===== src/rtl/serial_add_pkg.sv =====
// Shared types and constants for the bit-serial adder controller.
package serial_add_pkg;

  localparam int unsigned NREQ = 2;
  localparam int unsigned ST_W = 2;

  typedef enum logic [ST_W-1:0] {
    IDLE = 2'd0,
    ADD  = 2'd1,
    DONE = 2'd2
  } state_t;

  // Round-robin pick between two requesters: a lone request wins,
  // a tie goes to the requester that was not served last.
  function automatic logic pick_winner(input logic [NREQ-1:0] req, input logic last_id);
    logic w;
    if (req[0] && req[1]) w = ~last_id;
    else                  w = req[1];
    return w;
  endfunction

endpackage


===== src/rtl/full_adder_1b.sv =====
// Combinational 1-bit full adder.
module full_adder_1b (
  input  logic a,
  input  logic b,
  input  logic cin,
  output logic sum,
  output logic cout
);

  assign sum  = a ^ b ^ cin;
  assign cout = (a & b) | (a & cin) | (b & cin);

endmodule


===== src/rtl/serial_add_arbiter.sv =====
// Bit-serial adder shared by two requesters through a round-robin arbiter.
// One full adder is stepped LSB to MSB with a registered carry.
module serial_add_arbiter
  import serial_add_pkg::*;
#(
  parameter int WIDTH = 8
) (
  input  logic             clk,
  input  logic             rst,
  input  logic             req0,
  input  logic             req1,
  input  logic [WIDTH-1:0] a0,
  input  logic [WIDTH-1:0] b0,
  input  logic [WIDTH-1:0] a1,
  input  logic [WIDTH-1:0] b1,
  input  logic             cin0,
  input  logic             cin1,
  output logic [NREQ-1:0]  gnt,
  output logic             busy,
  output logic             done,
  output logic             done_id,
  output logic [WIDTH-1:0] sum,
  output logic             cout
);

  localparam int CNT_W = $clog2(WIDTH + 1);

  state_t           state;
  logic [WIDTH-1:0] a_sh;
  logic [WIDTH-1:0] b_sh;
  logic [WIDTH-1:0] res;
  logic             carry;
  logic             last_id;
  logic [CNT_W-1:0] bit_cnt;

  logic             fa_sum;
  logic             fa_cout;
  logic [NREQ-1:0]  req;
  logic             winner;
  logic [WIDTH:0]   res_ext;
  logic [WIDTH-1:0] res_next;
  logic             last_bit;

  full_adder_1b u_fa (
    .a    (a_sh[0]),
    .b    (b_sh[0]),
    .cin  (carry),
    .sum  (fa_sum),
    .cout (fa_cout)
  );

  // Request vector, arbitration winner and next result word
  always_comb begin
    req      = {req1, req0};
    winner   = pick_winner(req, last_id);
    // Extending by the new sum bit and dropping the LSB keeps the shift legal for WIDTH=1
    res_ext  = {fa_sum, res};
    res_next = res_ext[WIDTH:1];
    last_bit = (bit_cnt == CNT_W'(WIDTH - 1));
  end

  // Sequencer: arbitrate in IDLE, step one bit per clock in ADD, pulse done in DONE
  always_ff @(posedge clk or posedge rst) begin
    if (rst) begin
      state   <= IDLE;
      gnt     <= '0;
      busy    <= 1'b0;
      done    <= 1'b0;
      done_id <= 1'b0;
      sum     <= '0;
      cout    <= 1'b0;
      last_id <= 1'b1;
      a_sh    <= '0;
      b_sh    <= '0;
      res     <= '0;
      carry   <= 1'b0;
      bit_cnt <= '0;
    end else begin
      gnt  <= '0;
      done <= 1'b0;
      case (state)
        IDLE: begin
          if (req != '0) begin
            gnt     <= winner ? 2'b10 : 2'b01;
            busy    <= 1'b1;
            last_id <= winner;
            a_sh    <= winner ? a1 : a0;
            b_sh    <= winner ? b1 : b0;
            carry   <= winner ? cin1 : cin0;
            res     <= '0;
            bit_cnt <= '0;
            state   <= ADD;
          end
        end
        ADD: begin
          a_sh    <= a_sh >> 1;
          b_sh    <= b_sh >> 1;
          carry   <= fa_cout;
          res     <= res_next;
          bit_cnt <= bit_cnt + CNT_W'(1);
          if (last_bit) begin
            sum     <= res_next;
            cout    <= fa_cout;
            done_id <= last_id;
            done    <= 1'b1;
            state   <= DONE;
          end
        end
        DONE: begin
          busy  <= 1'b0;
          state <= IDLE;
        end
        default: begin
          busy  <= 1'b0;
          state <= IDLE;
        end
      endcase
    end
  end

endmodule


===== config.mk =====
export PLATFORM = sky130hd
export DESIGN_NAME = serial_add_arbiter
export DESIGN_NICKNAME = d
export VERILOG_FILES = /design/src/rtl/serial_add_pkg.sv /design/src/rtl/full_adder_1b.sv /design/src/rtl/serial_add_arbiter.sv
export SDC_FILE = /design/constraint.sdc
export NUM_CORES = 1
export LEC_CHECK = 0
export BUFFER_PORTS_ARGS = -buffer_cell sky130_fd_sc_hd__buf_2
export CAP_MARGIN = 20
export CORE_ASPECT_RATIO = 1.2
export CORE_MARGIN = 2
export CORE_UTILIZATION = 40
export DETAILED_ROUTE_END_ITERATION = 8
export GPL_TIMING_DRIVEN = 0
export PLACE_DENSITY = 0.72
export SLEW_MARGIN = 20
export SYNTH_ARGS = -nofsm -noshare
export SYNTH_HDL_FRONTEND = slang
export SYNTH_SLANG_ARGS = --single-unit

===== constraint.sdc =====
create_clock -name clk -period 1.64 [get_ports clk]
set_input_delay 0.082 -clock clk [delete_from_list [all_inputs] [get_ports clk]]
set_output_delay 0.082 -clock clk [all_outputs]
set_load 0.05 [all_outputs]

==> results.tsv <==
metric	value	unit
run status	finished, violations left	
violations in the final reports	negative setup slack	
largest clock skew in the final design	14.0	ps
Post-Layout Cell Count	310	
fraction of the cycle the final worst path needs	102	%
final setup margin	-39.8	ps
asr flop ratio synth	100	%
crit path kind	flop to flop	
clock tree root driver cell	clkbuf_8	
cts bufs inserted	5	
CTS tree	done	
worst slew slack as a fraction of its limit	61.5	%
Crit path arrival time	1870	ps
most common cell after layout, fill and taps aside	buf_2	
post-synthesis sequential element count	45	
number of H-tree levels	2	
number of distinct library cells after synthesis	36	
area taken by multi-input logic gates	1000	µm²
Top delay family on crit path	buffers and inverters	
fraction of final layout cells sized beyond drive strength 1	39.1	%
later-pin clock latency in the skew report	310	ps
biggest fanout along the worst timing path	10	
Post-Layout Inst Area	2710	µm²
final-stage net count	287	
instance count of the mapped netlist	187	
post-synthesis instance area	2250	µm²
floorplan die area	6260	µm²
max_cap viols	0	
initial antenna violation count	0	
Fmax achieved	0.595	GHz
violation count after the first detailed-routing iteration	92	
Fin Setup TNS	-347	ps
hold violation count in the final report	0	
Critical path buffers and inverters	2	
Peak supply drop	704	µV
main area contributors after synthesis	dfrtp_1, o31ai_2, nor2b_1	
global-route wire length before repair	7910	µm
clock buffer depth	2	
crit path cell chain	buf_2 > nand4b_1 > nor2_2 > buf_4 > mux2_2	
via count of the first global-routing pass	1661	
fraction of post-synthesis cell area in the top cell type by area	48.8	%
Rows	29	
worst slew pin tran	575	ps
detail-routed net length per standard cell	15.4	µm
Routability Congestion	0.778	
type of origin of the critical path	flop	
power density relative to cell area	1920	nW/µm²
detailed placement HPWL	3450	µm
clock transition at the registers of the reported paths	100	ps
Mapped Avg Cell Area	12.1	µm²
leading area contributor after synthesis	dfrtp_1	
die extent in y	86.2	µm
setup repair after global routing missed its margin	true	
gr ovfl total	0	
setup-violating endpoint count in the final report	19	
Synth Warn #	0	
crit path time final	1680	ps
max-slew violations	0	
CP peak stage delay	390	ps
Post CTS Setup Buffer Count	0	
ant diodes	0	
final wirelength	4780	µm
area after detailed placement	2610	µm²
starting density of the core	42.0	%
area added between synthesis and finish	20.4	%
path category of the worst min-delay check	input pin to flop	
CP max-delay cell	dfrtp_1	
quantity of I/O buffers inserted on ports	51	
number of filler cells placed in the layout	509	
number of synthesized flops with an enable pin	0	
worst hold slack	55.9	ps
number of detailed-route iterations in the first pass	4	
via density per instance	5.53	
vias	1713	
aggregate global-route resource usage	16.3	%
fraction of the yosys area taken by sequential cells	50.0	%
worst endpoint required time	1830	ps
CTS Sinks	45	
syn_nets	227	
chip width	72.5	µm
core footprint	5370	µm²
commonest non-fill, non-tap cells in the layout	buf_2, dfrtp_1, nor2b_1, o21ai_0, and2_1	
LEAKAGE	1.25	nW
capturing element type of the critical path	flop	
storage element area	1130	µm²
Inst Count DP	301	
DRC viols	0	
io pins	52	
maximum number of pins on one net before global-route repair	29	
Antenna Violating Nets Remaining	0	
Top FF cell, synth	dfrtp_1	
[worst reg2reg max path, cell delays in order, from the launching register on]
cell and delay, ps:
dfrtp_1 390, buf_2 220, nand4b_1 210, nor2_2 170, buf_4 210, mux2_2 350
[registers in the layout (all words and copies together), names as in the netlist]
name     cells
a_sh         8
b_sh         8
sum          8
res          7
bit_cnt      4
gnt          2
state        2
busy         1
carry        1
cout         1
done         1
done_id      1
last_id      1
[synth_stat cells (all sizes together), types with 3 or more instances]
library cell,n
dfrtp,44
nor2b,17
o21ai,17
a221oi,15
and2,15
o31ai,15
buf,11
mux2,11
a22o,8
clkbuf,5
inv,5
nor2,3
[layout make-up]
class / instances / area share, %
sequential: 45 / 41.5
multi-input combinational: 121 / 36.8
timing repair buffer: 53 / 10.5
inverter: 5 / 0.692
buffer: 16 / 4.10
clock buffer: 5 / 2.54
clock inverter: 3 / 0.922
tap: 62 / 2.86
[power by group]
part,switching (mW),internal [mW]
clock,0.407,0.308
sequential,0.289,1.62
combinational,1.53,1.06
total,2.23,2.98
[timing repair]
item,in CTS,in global routing
hold buffers,1,0
endpoints found under the setup margin,19,29
resized for setup,1,0
hold endpoints to repair,17,0
pin swaps,0,0
gates cloned,0,0
[logic make-up after synthesis]
group	synth area share (%)
AOI/OAI and AO/OA	24.8
muxes	6.38
and+or+nand+nor	11.7
buffers and inverters	5.77
DFF	50.0
adders and majority gates	1.44
[routing by layer]
metal | global-route usage [%] | up-vias | routed length (µm)
met5 | 0 | - | 0
met4 | 5.22 | 0 | 64
met3 | 4.07 | 7 | 253
met2 | 24.4 | 61 | 2210
met1 | 23.3 | 829 | 2240
li1 | - | 816 | -
[metrics by stage]
stage                     setup WS [ps]  total power, mW  util, %
after floorplan                     214             3.92        -
after global placement            -74.3             4.45     48.2
after detailed placement          -21.4             4.53     48.6
after CTS                         -21.7             5.25     50.5
after global routing               -114             5.57     50.5
final                             -39.8             5.21     50.5
[worst paths after layout]
path | cells past startpoint | slack, ps | from | to
min in group asynchronous | 3 | 300 | rst | a_sh[3]
worst min-delay path | 3 | 60 | req0 | gnt[0]
max in group asynchronous | 4 | 790 | rst | last_id
worst max register to register | 5 | -40 | state[0] | sum[1]
worst max-delay path | 5 | -40 | state[0] | sum[1]
worst min register to register | 1 | 480 | sum[7] | sum[7]
Note: power is estimated with default switching activity, not from simulation.
